$ cat src/rtl/mac_tx_framer_if.sv
// Byte-stream interface between the host packet buffer, the framer and the
// RGMII transmit stage. The host side drives s_*; the framer drives s_ready
// and the line-side byte/control pair.
interface mac_tx_framer_if;
    logic [7:0] s_data;
    logic       s_valid;
    logic       s_last;
    logic       s_ready;
    logic [7:0] mac_txd;
    logic       phy_tx_ctl;

    modport master (
        output s_data, s_valid, s_last,
        input  s_ready, mac_txd, phy_tx_ctl
    );

    modport slave (
        input  s_data, s_valid, s_last,
        output s_ready, mac_txd, phy_tx_ctl
    );
endinterface

$ cat src/rtl/mac_tx_framer.sv
// Ethernet transmit framer: preamble/SFD insertion, padding to the minimum
// frame size, CRC-32 FCS append and inter-frame gap enforcement. Payload bytes
// pass straight through with one register stage; the line cannot stall, so a
// missing byte mid-payload aborts the frame and the rest of it is discarded.
module mac_tx_framer #(
    parameter int MIN_LEN      = 60,
    parameter int IFG_LEN      = 12,
    parameter int PREAMBLE_LEN = 7
) (
    input  logic            clk,
    input  logic            rst,
    input  logic            config_ready,
    output logic            tx_busy,
    output logic            tx_underrun,
    mac_tx_framer_if.slave  bus
);

    localparam logic [2:0] S_IDLE     = 3'd0;
    localparam logic [2:0] S_PREAMBLE = 3'd1;
    localparam logic [2:0] S_SFD      = 3'd2;
    localparam logic [2:0] S_PAYLOAD  = 3'd3;
    localparam logic [2:0] S_PAD      = 3'd4;
    localparam logic [2:0] S_FCS      = 3'd5;
    localparam logic [2:0] S_DROP     = 3'd6;
    localparam logic [2:0] S_IFG      = 3'd7;

    localparam logic [5:0] L_MIN      = 6'(MIN_LEN);
    localparam logic [3:0] L_PRE_LAST = 4'(PREAMBLE_LEN - 1);
    localparam logic [3:0] L_IFG_LAST = 4'(IFG_LEN - 1);
    localparam logic [3:0] L_FCS_LAST = 4'd3;

    // One byte of reflected CRC-32 (poly 0xEDB88320), LSB first.
    function automatic logic [31:0] f_crc_byte(input logic [31:0] c_in,
                                               input logic [7:0]  d);
        logic [31:0] c;
        c = c_in ^ {24'h0, d};
        for (int b = 0; b < 8; b++) begin
            c = c[0] ? ((c >> 1) ^ 32'hEDB88320) : (c >> 1);
        end
        return c;
    endfunction

    logic [2:0]  r_state;
    logic [3:0]  r_cnt;     // shared by preamble, FCS byte index and IFG
    logic [5:0]  r_len;     // payload+pad length, saturates at MIN_LEN
    logic [31:0] r_crc;
    logic [7:0]  r_txd;
    logic        r_ctl;
    logic        r_und;

    logic [2:0]  w_state_nxt;
    logic [3:0]  w_cnt_nxt;
    logic [5:0]  w_len_nxt;
    logic [5:0]  w_len_inc;
    logic [31:0] w_crc_nxt;
    logic [31:0] w_crc_inv;
    logic [7:0]  w_fcs_byte;
    logic [7:0]  w_txd_nxt;
    logic        w_ctl_nxt;
    logic        w_und_nxt;

    // Ready depends on the state register alone so upstream never sees a
    // combinational path from its own valid.
    assign bus.s_ready    = (r_state == S_PAYLOAD) || (r_state == S_DROP);
    assign bus.mac_txd    = r_txd;
    assign bus.phy_tx_ctl = r_ctl;
    assign tx_busy        = (r_state != S_IDLE);
    assign tx_underrun    = r_und;

    assign w_len_inc = (r_len >= L_MIN) ? L_MIN : (r_len + 6'd1);
    assign w_crc_inv = ~r_crc;

    // Select the FCS byte for the current index, least-significant first.
    always_comb begin
        w_fcs_byte = w_crc_inv[7:0];
        case (r_cnt[1:0])
            2'd0: w_fcs_byte = w_crc_inv[7:0];
            2'd1: w_fcs_byte = w_crc_inv[15:8];
            2'd2: w_fcs_byte = w_crc_inv[23:16];
            2'd3: w_fcs_byte = w_crc_inv[31:24];
            default: w_fcs_byte = w_crc_inv[7:0];
        endcase
    end

    // Next-state, counter, CRC and next output byte decisions.
    always_comb begin
        w_state_nxt = r_state;
        w_cnt_nxt   = r_cnt;
        w_len_nxt   = r_len;
        w_crc_nxt   = r_crc;
        w_txd_nxt   = 8'h00;
        w_ctl_nxt   = 1'b0;
        w_und_nxt   = 1'b0;
        case (r_state)
            S_IDLE: begin
                // Nothing is consumed here; the first byte waits for PAYLOAD.
                if (config_ready && bus.s_valid) begin
                    w_state_nxt = S_PREAMBLE;
                    w_cnt_nxt   = 4'd0;
                end
            end
            S_PREAMBLE: begin
                w_txd_nxt = 8'h55;
                w_ctl_nxt = 1'b1;
                if (r_cnt == L_PRE_LAST) begin
                    w_state_nxt = S_SFD;
                    w_cnt_nxt   = 4'd0;
                    w_crc_nxt   = 32'hFFFF_FFFF;
                end else begin
                    w_cnt_nxt = r_cnt + 4'd1;
                end
            end
            S_SFD: begin
                w_txd_nxt   = 8'hD5;
                w_ctl_nxt   = 1'b1;
                w_len_nxt   = 6'd0;
                w_state_nxt = S_PAYLOAD;
            end
            S_PAYLOAD: begin
                if (bus.s_valid) begin
                    w_txd_nxt = bus.s_data;
                    w_ctl_nxt = 1'b1;
                    w_crc_nxt = f_crc_byte(r_crc, bus.s_data);
                    w_len_nxt = w_len_inc;
                    if (bus.s_last) begin
                        w_state_nxt = (w_len_inc < L_MIN) ? S_PAD : S_FCS;
                        w_cnt_nxt   = 4'd0;
                    end
                end else begin
                    // Starved mid-frame: abort, the FCS is never sent.
                    w_und_nxt   = 1'b1;
                    w_state_nxt = S_DROP;
                end
            end
            S_PAD: begin
                w_ctl_nxt = 1'b1;
                w_crc_nxt = f_crc_byte(r_crc, 8'h00);
                w_len_nxt = w_len_inc;
                if (w_len_inc == L_MIN) begin
                    w_state_nxt = S_FCS;
                    w_cnt_nxt   = 4'd0;
                end
            end
            S_FCS: begin
                w_txd_nxt = w_fcs_byte;
                w_ctl_nxt = 1'b1;
                if (r_cnt == L_FCS_LAST) begin
                    w_state_nxt = S_IFG;
                    w_cnt_nxt   = 4'd0;
                end else begin
                    w_cnt_nxt = r_cnt + 4'd1;
                end
            end
            S_DROP: begin
                if (bus.s_valid && bus.s_last) begin
                    w_state_nxt = S_IFG;
                    w_cnt_nxt   = 4'd0;
                end
            end
            S_IFG: begin
                if (r_cnt == L_IFG_LAST) begin
                    w_state_nxt = S_IDLE;
                    w_cnt_nxt   = 4'd0;
                end else begin
                    w_cnt_nxt = r_cnt + 4'd1;
                end
            end
            default: begin
                w_state_nxt = S_IDLE;
                w_cnt_nxt   = 4'd0;
            end
        endcase
    end

    // State, counters, CRC and the registered line outputs.
    always_ff @(posedge clk or negedge rst) begin
        if (!rst) begin
            r_state <= S_IDLE;
            r_cnt   <= 4'd0;
            r_len   <= 6'd0;
            r_crc   <= 32'hFFFF_FFFF;
            r_txd   <= 8'h00;
            r_ctl   <= 1'b0;
            r_und   <= 1'b0;
        end else begin
            r_state <= w_state_nxt;
            r_cnt   <= w_cnt_nxt;
            r_len   <= w_len_nxt;
            r_crc   <= w_crc_nxt;
            r_txd   <= w_txd_nxt;
            r_ctl   <= w_ctl_nxt;
            r_und   <= w_und_nxt;
        end
    end

endmodule

$ cat src/flat_wrapper.sv
// flat-port wrapper written by rule: the top's interface ports become plain ports
module mac_tx_framer_flat 
#(
    parameter int MIN_LEN      = 60,
    parameter int IFG_LEN      = 12,
    parameter int PREAMBLE_LEN = 7
)
  (clk, rst, config_ready, tx_busy, tx_underrun, bus_s_data, bus_s_valid, bus_s_last, bus_s_ready, bus_mac_txd, bus_phy_tx_ctl);
  mac_tx_framer_if bus_i ();
  input  logic clk;
  input  logic rst;
  input  logic config_ready;
  output logic tx_busy;
  output logic tx_underrun;
  input wire logic [$bits(bus_i.s_data)-1:0] bus_s_data;
  input wire logic [$bits(bus_i.s_valid)-1:0] bus_s_valid;
  input wire logic [$bits(bus_i.s_last)-1:0] bus_s_last;
  output wire logic [$bits(bus_i.s_ready)-1:0] bus_s_ready;
  output wire logic [$bits(bus_i.mac_txd)-1:0] bus_mac_txd;
  output wire logic [$bits(bus_i.phy_tx_ctl)-1:0] bus_phy_tx_ctl;
  assign bus_i.s_data = bus_s_data;
  assign bus_i.s_valid = bus_s_valid;
  assign bus_i.s_last = bus_s_last;
  assign bus_s_ready = bus_i.s_ready;
  assign bus_mac_txd = bus_i.mac_txd;
  assign bus_phy_tx_ctl = bus_i.phy_tx_ctl;
  mac_tx_framer #(.MIN_LEN(MIN_LEN), .IFG_LEN(IFG_LEN), .PREAMBLE_LEN(PREAMBLE_LEN)) u_core (.clk(clk), .rst(rst), .config_ready(config_ready), .tx_busy(tx_busy), .tx_underrun(tx_underrun), .bus(bus_i));
endmodule
$ cat config.mk
export PLATFORM = sky130hd
export DESIGN_NAME = mac_tx_framer_flat
export DESIGN_NICKNAME = d
export VERILOG_FILES = /design/src/rtl/mac_tx_framer_if.sv /design/src/rtl/mac_tx_framer.sv /design/src/flat_wrapper.sv
export SDC_FILE = /design/constraint.sdc
export NUM_CORES = 1
export LEC_CHECK = 0
export ABC_AREA = 1
export CAP_MARGIN = 30
export CORE_MARGIN = 5
export CORE_UTILIZATION = 30
export DETAILED_ROUTE_END_ITERATION = 10
export PLACE_DENSITY_LB_ADDON = 0.2
export RECOVER_POWER = 50
export SYNTH_ARGS = -nofsm -noshare
export SYNTH_HDL_FRONTEND = slang
export SYNTH_SLANG_ARGS = --single-unit
export TNS_END_PERCENT = 10
$ cat constraint.sdc
create_clock -name clk -period 2.2 [get_ports clk]
set_clock_uncertainty 0.05 [all_clocks]
set_input_delay 0.33 -clock clk [delete_from_list [all_inputs] [get_ports clk]]
set_output_delay 0.33 -clock clk [all_outputs]
set_load 0.01 [all_outputs]
# --- Word level (Yosys, flattened, before mapping) ---
# Index checks and enable logic that the tools add are counted.
word_totals:
  reg_bits: 55
  inputBits: 13
  wordCells: 114
  out_inout_bits: 12
op_classes:
  n_lt_le_gt_ge: 2
  n_reduce_logical: 14
  n_addsub: 2
  bitwise_logic: 18
  eq_ne: 23
  n_mux: 48
ops:
  columns: ["operator", "n"]
  rows:
  - ["32-bit 2-to-1 mux", 18]
  - ["13-bit inverter with 14-bit output", 16]
  - ["32-bit case mux with 3 select lines", 1]
  - ["8-bit case mux with 4 select lines", 2]
  - ["4-bit 2-to-1 mux", 8]
  - ["32-bit inverter", 1]
  - ["32-bit by 8-bit XOR with 32-bit output", 1]
  - ["4-bit case mux with 7 select lines", 1]
  - ["3-bit 2-to-1 mux", 8]
  - ["3-bit case mux with 8 select lines", 1]
  - ["6-bit case mux with 3 select lines", 1]
  - ["3-bit == test, second input constant", 4]
  - ["6-bit 2-to-1 mux", 2]
  - ["2-bit by 1-bit != test with 1-bit output, second input constant", 5]
  - ["3-bit nonzero test", 3]
  - ["8-bit 2-to-1 mux", 1]
  - ["7-bit AND reduction", 1]
  - ["7-bit nonzero test", 1]
  - ["6-bit by 1-bit adder with 6-bit output, second input constant", 1]
  - ["3-bit by 2-bit == test with 1-bit output, second input constant", 2]
  - ["6-bit == test, second input constant", 1]
  - ["6-bit greater-or-equal comparator, second input constant", 1]
  - ["6-bit < comparator, second input constant", 1]
  - ["2-bit != test, second input constant", 3]
  - ["18 further kinds", 23]

# --- Logic depth before layout (Yosys ltp) ---
depth:
  ltp_word: 19
  mapped_depth: 14
  mapped_depth_nobuf: 13

# --- Least setup slack after synthesis ---
# No wires, ideal clock.
synth_timing:
  path_type: "register -> register"
  start: "reg u_core.r_cnt[0]"
  end: "reg u_core.r_state[1]"
  setup_slack_ps: 461
  path_buffers: 0
  stages_incl_launch_ff: 10
  period_less_slack_ps: 1739
  required_ps: 2026
  setup_ps: 124
  arrival_ps: 1565
  cell_sequence: "dfrtp_1 inv_1 ha_1 nand3_1 nand4_1 nand3_1 or2_0 nand3b_1 nand2_1 o21ai_1"
synth_via:
  elab_chain_len: 3
  elab_cells_between_ends: 7
  classes_between: "eq/ne: 6; reduce/logical: 1"
synth_lines:
  columns: ["item", "line", "rtl"]
  rows:
  - ["from (decl)", "mac_tx_framer.sv:44", "logic [3:0] r_cnt;"]
  - ["from (signal assigned)", "mac_tx_framer.sv:187", "r_cnt <= w_cnt_nxt;"]
  - ["4-bit == test (tied with other cells)", "mac_tx_framer.sv:161", "if (r_cnt == L_IFG_LAST) begin"]
  - ["2-bit by 1-bit != test with 1-bit output (no source line)", null, null]
  - ["7-bit AND reduction (no source line) *", null, null]
  - ["to (signal assigned)", "mac_tx_framer.sv:186", "r_state <= w_state_nxt;"]
  - ["to (decl)", "mac_tx_framer.sv:43", "logic [2:0] r_state;"]
# Mark *: on every way between the ends. The rest lies on a longest branch, timed or not.
# A chain may end at the register's enable or synchronous reset.

# --- Final worst setup path ---
layout_timing:
  start: "reg u_core.r_state[1]"
  end: "out tx_busy"
layout_via:
  elab_chain_len: 1
layout_lines:
  columns: ["item", "line", "rtl"]
  rows:
  - ["3-bit nonzero test", "mac_tx_framer.sv:67", "assign tx_busy = (r_state != S_IDLE);"]
  - ["to (decl)", "flat_wrapper.sv:13", "output logic tx_busy;"]
# Every way passes these cells.

==> flow_summary_export.csv <==
group,metric,value,unit
power_and_ir_drop,p_comb_share,71.0,%
synthesis,ys_seq_area_share,27.2,%
setup_path,slowest_delay,0.48,ns
finish,final_common_cell,"nand2_1",
global_route,globalRouteTotalUtil,18.4,%
setup_path,crit_type,"register to output pin",
timing,maxSlewViolCount,0,
flow_run,drv_cap,0,
die,die_h,142,µm
timing,fmax,481,MHz
die,core.rowCount,48,
clock_tree,h-tree-depth,2,
placed_design,gp_congestion,0.911,
placed_design,io_buffers,24,
power_and_ir_drop,p_int,5.37,mW
synthesis,yosys.area.top_type,"nand2_1",
die,dieArea,0.0201,mm²
synthesis,synth_area,0.00520,mm²
timing,tightest_slew,0.962,ns
detailed_routing,remaining_drc_errors,0,
timing,finalHoldViolCount,0,
synthesis,netlist_instances,770,
clock_tree,clkTransAtPathRegs,0.08,ns
setup_path,worst-path-max-fanout,5,
finish,n_fill_cell,1914,
timing,rsz0062_at_grt,"no",
finish,layout.nets,851,
clock_tree,cts_buffer_depth,2,
detailed_routing,routedWlPerCell,16.9,µm
global_route,grt_first_pass_wirelength,28500,µm
setup_path,cp-end-kind,"output pin",
setup_path,required,1.82,ns
clock_tree,insertion_delay,0.32,ns
hold_path,min_path_type,"register to register",
synthesis,async_reset_ff_share,100,%
power_and_ir_drop,pwr-share-clk,8.7,%
setup_path,crit_family,"buffers and inverters",
setup_path,cp_cell_sequence,"buf_4, nor3_2, inv_1, clkdlybuf4s50_1",
detailed_routing,drt_iter0_markers,418,
synthesis,synth_cell_type_count,47,
clock_tree,cts_tree,"done",
power_and_ir_drop,p_per_area,1880,mW/mm²
die,io_pins,25,
synthesis,synth.top_cell.area_share,16.3,%
power_and_ir_drop,net-switching-power,6.27,mW
clock_tree,cts.sinks,55,
outcome,outcome,"finished, final reports clean",
timing,relSlewSlack,35.9,%
finish,seq_area,0.00142,mm²
detailed_routing,ant_nets,0,
power_and_ir_drop,swShare,53.8,%
finish,drive_above_1_share,20.3,%
finish,n_antenna_cell,0,
setup_path,crit_path_start_kind,"register",
power_and_ir_drop,power.leakage,3.03,nW
setup_path,arrival,1.70,ns
placed_design,place_area,0.00603,mm²
setup_path,cpMaxStageDelayCell,"clkdlybuf4s50_1",
power_and_ir_drop,pwr-share-seq,20.2,%
timing,setup_tns,0,ns
clock_tree,cts_buffers,5,
die,core,0.0172,mm²
placed_design,post-dp-hpwl,13800,µm
synthesis,syn_nets,788,
synthesis,synth_area_leaders,"nand2_1 16%, dfstp_2 16%, dfrtp_1 11%, xor2_1 8.4%, inv_1 6.4%",
global_route,grt_pass1_vias,4930,
global_route,overflow,0,
die,die_w,142,µm
finish,fin_area,0.00619,mm²
timing,setup_viol,0,
detailed_routing,routed_wl,17900,µm
detailed_routing,via_per_inst,4.87,
finish,area_growth_syn_to_layout,19.1,%
finish,mostFrequentLayoutCells,"226 x nand2_1, 88 x inv_1, 56 x o21ai_0",
global_route,grt_max_degree,29,
synthesis,synth_edf_count,0,
synthesis,syn_area_per_cell,6.75,µm²
power_and_ir_drop,p_total,11.6,mW
finish,multi_input_area,0.00324,mm²
power_and_ir_drop,irDropWorstVdd,525,µV
clock_tree,cts_setup_buffers,0,
synthesis,yosysWarningCount,0,
global_route,antenna_found_initial,0,
clock_tree,root_buffer,"clkbuf_16",
die,start_util,30.3,%
timing,min_period_over_period,94.4,%
detailed_routing,vias,5158,
synthesis,ys_ff_latch,55,
detailed_routing,firstDrtPassIters,5,
setup_path,crit_buf_inv,3,
timing,fin_crit,2.08,ns
synthesis,ys.flop_type,"dfstp_2",
==> power by group through the flow <==
| stage | clock, mW | combinational (mW) | sequential, mW |
|---|---|---|---|
| 2_1_floorplan | 0 | 5.95 | 2.03 |
| 3_3_place_gp | 0 | 8.22 | 2.37 |
| 3_5_place_dp | 0 | 8.21 | 2.35 |
| 4_1_cts | 1.04 | 8.25 | 2.34 |
| 5_1_grt | 1.08 | 9.23 | 2.42 |
| 6_report | 1.02 | 8.27 | 2.36 |
==> worst register-to-register path, delay by kind of cell (launching register included) <==
family	cells	cell delay, ns
AND/OR/NAND/NOR	8	1.03
buffers and inverters	1	0.05
AO/OA/AOI/OAI	1	0.18
flip-flops	1	0.67
==> what timing repair did <==
item | 4_1_cts | 5_1_grt
endpoints found under the hold margin | 22 | 0
hold buffers | 1 | 0
gates cloned | 0 | 0
gates resized for setup | 5 | 2
setup endpoints to repair | 1 | 1
==> metrics by stage <==
| step | worst slack, ns | util, % | std cells | hold WS (ns) |
|---|---|---|---|---|
| 2_1_floorplan | 0.461 | - | 770 | -0.0156 |
| 3_3_place_gp | 0.00634 | 35.1 | 1050 | 0.338 |
| 3_5_place_dp | 0.00513 | 35.1 | 1050 | 0.335 |
| 4_1_cts | 0.0463 | 36.2 | 1059 | 0.469 |
| 5_1_grt | 0.00491 | 36.1 | 1059 | 0.483 |
| 6_report | 0.122 | 36.1 | 1059 | 0.473 |
==> cell families (layout without fill, tap and decap cells) <==
group / count (synthesis) / in the layout / synth area share [%]
adder cells (fa/ha/maj): 5 / 5 / 1.20
XOR/XNOR: 71 / 71 / 12.7
buffers and inverters: 127 / 191 / 10.6
AO/OA/AOI/OAI: 128 / 128 / 14.9
flip-flops: 55 / 55 / 27.2
AND/OR/NAND/NOR: 384 / 384 / 33.2
==> path summary, 6_finish.rpt <==
path                                                     from  cells past startpoint  slack (ns)                            to
worst max register to register    u_core.r_crc[1]$_DFFE_PN1P_                     10        0.15  u_core.r_crc[29]$_DFFE_PN1P_
min in group asynchronous                                 rst                      2        0.49   u_core.r_cnt[1]$_DFFE_PN0P_
worst min-delay path             u_core.r_crc[13]$_DFFE_PN1P_                      2        0.47  u_core.r_crc[13]$_DFFE_PN1P_
worst min register to register   u_core.r_crc[13]$_DFFE_PN1P_                      2        0.47  u_core.r_crc[13]$_DFFE_PN1P_
worst max-delay path            u_core.r_state[1]$_DFFE_PN0P_                      4        0.12                       tx_busy
max in group asynchronous                                 rst                      3        0.33   u_core.r_cnt[2]$_DFFE_PN0P_
==> Yosys cell counts, types with 15 or more instances <==
cell / instances
inv_2: 15
nand3_1: 53
nor2_1: 52
a21oi_1: 22
xor2_1: 50
o21ai_0: 56
dfrtp_1: 23
nand2_2: 15
inv_1: 88
nand2_1: 226
xnor2_1: 17
dfstp_2: 32
==> sequential cells by signal, indices dropped and copies added (netlist names) <==
signal,flops
u_core.r_crc,32
u_core.tx_underrun,1
u_core.bus.phy_tx_ctl,1
u_core.r_cnt,4
u_core.bus.mac_txd,8
u_core.r_state,3
u_core.r_len,6
==> routing by layer <==
layer  GRT usage [%]  wire, µm
met1            26.3      8760
met2            29.1      7970
met3            2.90       830
met4            4.80       329
met5               0         0
==> cell type report <==
| cell class | count | share of cell area [%] |
|---|---|---|
| multi-input combinational | 588 | 52.3 |
| sequential | 55 | 22.9 |
| timing repair buffer | 78 | 10.9 |
| inverter | 105 | 6.57 |
| tap | 225 | 4.55 |
| clock buffer | 5 | 2.02 |
| clock inverter | 3 | 0.808 |
Note: power is estimated with default switching activity, not from simulation.
==> variant: new RTL, same flow settings <==
Put one more register stage on the output `tx_underrun`, with the module's reset. The value now appears one clock later. The other outputs are not delayed to match.
--- a/src/rtl/mac_tx_framer.sv
+++ b/src/rtl/mac_tx_framer.sv
@@ -66,5 +66,11 @@
     assign bus.phy_tx_ctl = r_ctl;
     assign tx_busy        = (r_state != S_IDLE);
-    assign tx_underrun    = r_und;
+    always_ff @(posedge clk or negedge rst) begin
+        if (!rst) begin
+            tx_underrun <= '0;
+        end else begin
+            tx_underrun <= r_und;
+        end
+    end
 
     assign w_len_inc = (r_len >= L_MIN) ? L_MIN : (r_len + 6'd1);
Behaviour: same outputs for any inputs over 10 cycles, from zero or initial values and one cycle with rst low; that may be too few to reach the edited logic, so the function may still have changed.
==> variant against the unedited design <==
  * Sequential cell count rose by 1
  * Critical endpoint is now bus_s_ready
  * Largest cell class unchanged
  * Routed wire length rose by 0.35%
  * Cell area fell by 1.6%
  * Worst setup slack got worse by 0.043 ns
  * Die area fell by 2.5%
  * Via count rose by 0.47%
  * Synthesized area fell by 2.6%
  * Non-clock buffer count fell by 2
Power is not shown: default switching activity piles up to over one toggle a cycle in this logic, so the estimate is an artifact.
==> variant: results (changes against the unedited design) <==
Placed design
  – PortBufs: 24 (unchanged)
  – Final GP Congestion: 0.920 (+0.90%)
  – HPWL after detailed placement: 13.7 mm (-0.86%)
  – Placed instance area: 5860 um^2 (-2.7%)
  – Place WS: -0.0508 ns (-0.0559 ns)
  – Placed cells: 1,044 (-0.57%)

Critical path
  – Slowest CP cell: clkdlybuf4s50_1
  – Critical Path AT: 1.74 ns (+0.04 ns)
  – Crit Path Max Fanout: 9 (+4)
  – Worst path top cell family by delay: buffers and inverters
  – Max incr delay on CP: 0.48 ns (about the same)

Logic synthesis
  – Avg Inst Size Synth: 6.56 um^2 (-2.9%)
  – Ys Warns: 0 (unchanged)
  – Top post-synthesis cells by count: nand2_1 (256), inv_1 (108), nand3_1 (64)
  – Sequential-to-total area share from yosys stat: 28.5% (+1.2 points)
  – Synth Flop Type: dfstp_2
  – Synth Net Count: 790 (+0.25%)
  – Area contributors post-synth: nand2_1 (19%), dfstp_2 (17%), dfrtp_1 (12%)
  – Post-synth ARST share: 100% (unchanged)
  – Netlist cell types: 43 (-8.5%)

Run status
  – Status: completed

Finish
  – Reg with most FFs: u_core.r_crc
  – Max reg flops: 32 (unchanged)
  – Share of cells above drive strength 1: 16.2% (-4.1 points)
  – Nets: 852 (+0.12%)
  – Antenna cell count: 0 (unchanged)

Routing
  – Pre-antenna DRT Iters: 5 (unchanged)
  – DR vias/cell: 4.91 (+0.85%)
  – Vias: 5,182 (+0.47%)
  – Final wirelength: 17.9 mm (+0.35%)
  – Iter 0 DRT Violations: 421 (+0.72%)

Global routing
  – Initial antenna violation count: 0 (unchanged)
  – First-pass GRT wire length: 28.2 mm (-1.2%)
  – GRT Total Usage: 18.4% (-0.043 points)
  – Vias in the first global route: 4,943 (+0.26%)
  – Largest net degree at the start of global routing: 26 (-10%)

CTS
  – Clock Tree Buf Depth: 2 (unchanged)
  – Num CTS Buffers: 5 (unchanged)
  – CTS H-tree depth: 2 (unchanged)
  – CTS clk-pin slew, worst paths: 0.08 ns (about the same)
  – Root Buffer: clkbuf_16
  – Clock Latency Late Sink: 0.32 ns (about the same)

STA
  – Worst slew pin tran: 1.28 ns (+0.320 ns)

Min path
  – Worst Hold Class: reg2reg
[variant: changes by cell type in the layout (fill, tap and decap cells not counted), moves of 7 or more]
cell / before / now
a31oi_1: 8 / 1
a21oi_2: 13 / 0
xor2_1: 50 / 41
nor2_1: 52 / 31
o21ai_0: 56 / 45
inv_1: 88 / 108
nand3_1: 53 / 64
nand2_1: 226 / 253
a21boi_1: 0 / 11
[variant: timing repair]
item | 4_1_cts | 5_1_grt
resized for setup | 1 | 9
endpoints found under the setup margin | 1 | 14
buffers inserted | 2 | 0
hold endpoints to repair | 12 | 0
pin swaps | 1 | 0
hold buffers | 1 | 0
[variant: metal layers]
metal / track usage, % / routed length [um] / part of all wire, %
met3: 2.39 / 973 / 5.4
met4: 5.97 / 466 / 2.6
met1: 26.5 / 8730 / 49
met2: 28.5 / 7780 / 43
met5: 0 / 0 / 0
[variant: final timing paths]
path | to | startpoint | slack [ns] | cells past startpoint
setup / recovery | bus_s_ready | u_core.r_state[0] | 0.08 | 5
hold reg to reg | u_core.tx_underrun | u_core.r_und | 0.30 | 0
hold / removal | u_core.tx_underrun | u_core.r_und | 0.30 | 0
max in group asynchronous | u_core.r_crc[11] | rst | 0.28 | 3
setup reg to reg | u_core.r_crc[26] | u_core.r_crc[2] | 0.12 | 10
min in group asynchronous | u_core.r_und | rst | 0.77 | 2
[variant: final cells by class]
class / count / area (um^2)
well taps: 220 / 275
clock inverters: 3 / 46.3
fillers: 1806 / 10500
multi-input cells: 577 / 3080
flip-flops and latches: 56 / 1440
inverters: 118 / 445
clock buffers: 5 / 125
repair buffers: 76 / 674
[variant: cell families (layout without fill, tap and decap cells)]
logic type / Yosys count / after routing / share of synthesized area (%)
AO/OA/AOI/OAI: 119 / 119 / 14.1
buffers and inverters: 139 / 202 / 11.4
XOR/XNOR: 70 / 70 / 12.7
adder cells (fa/ha/maj): 5 / 5 / 1.24
AND/OR/NAND/NOR: 383 / 383 / 32.0
flip-flops: 56 / 56 / 28.5
[variant: per-stage QoR]
stage | TNS [ns] | utilization [%]
4_1_cts | 0 | 36.5
3_3_place_gp | -0.234 | 35.3
6_report | 0 | 36.7
2_1_floorplan | 0 | -
3_5_place_dp | -0.138 | 35.3
5_1_grt | -0.158 | 36.7
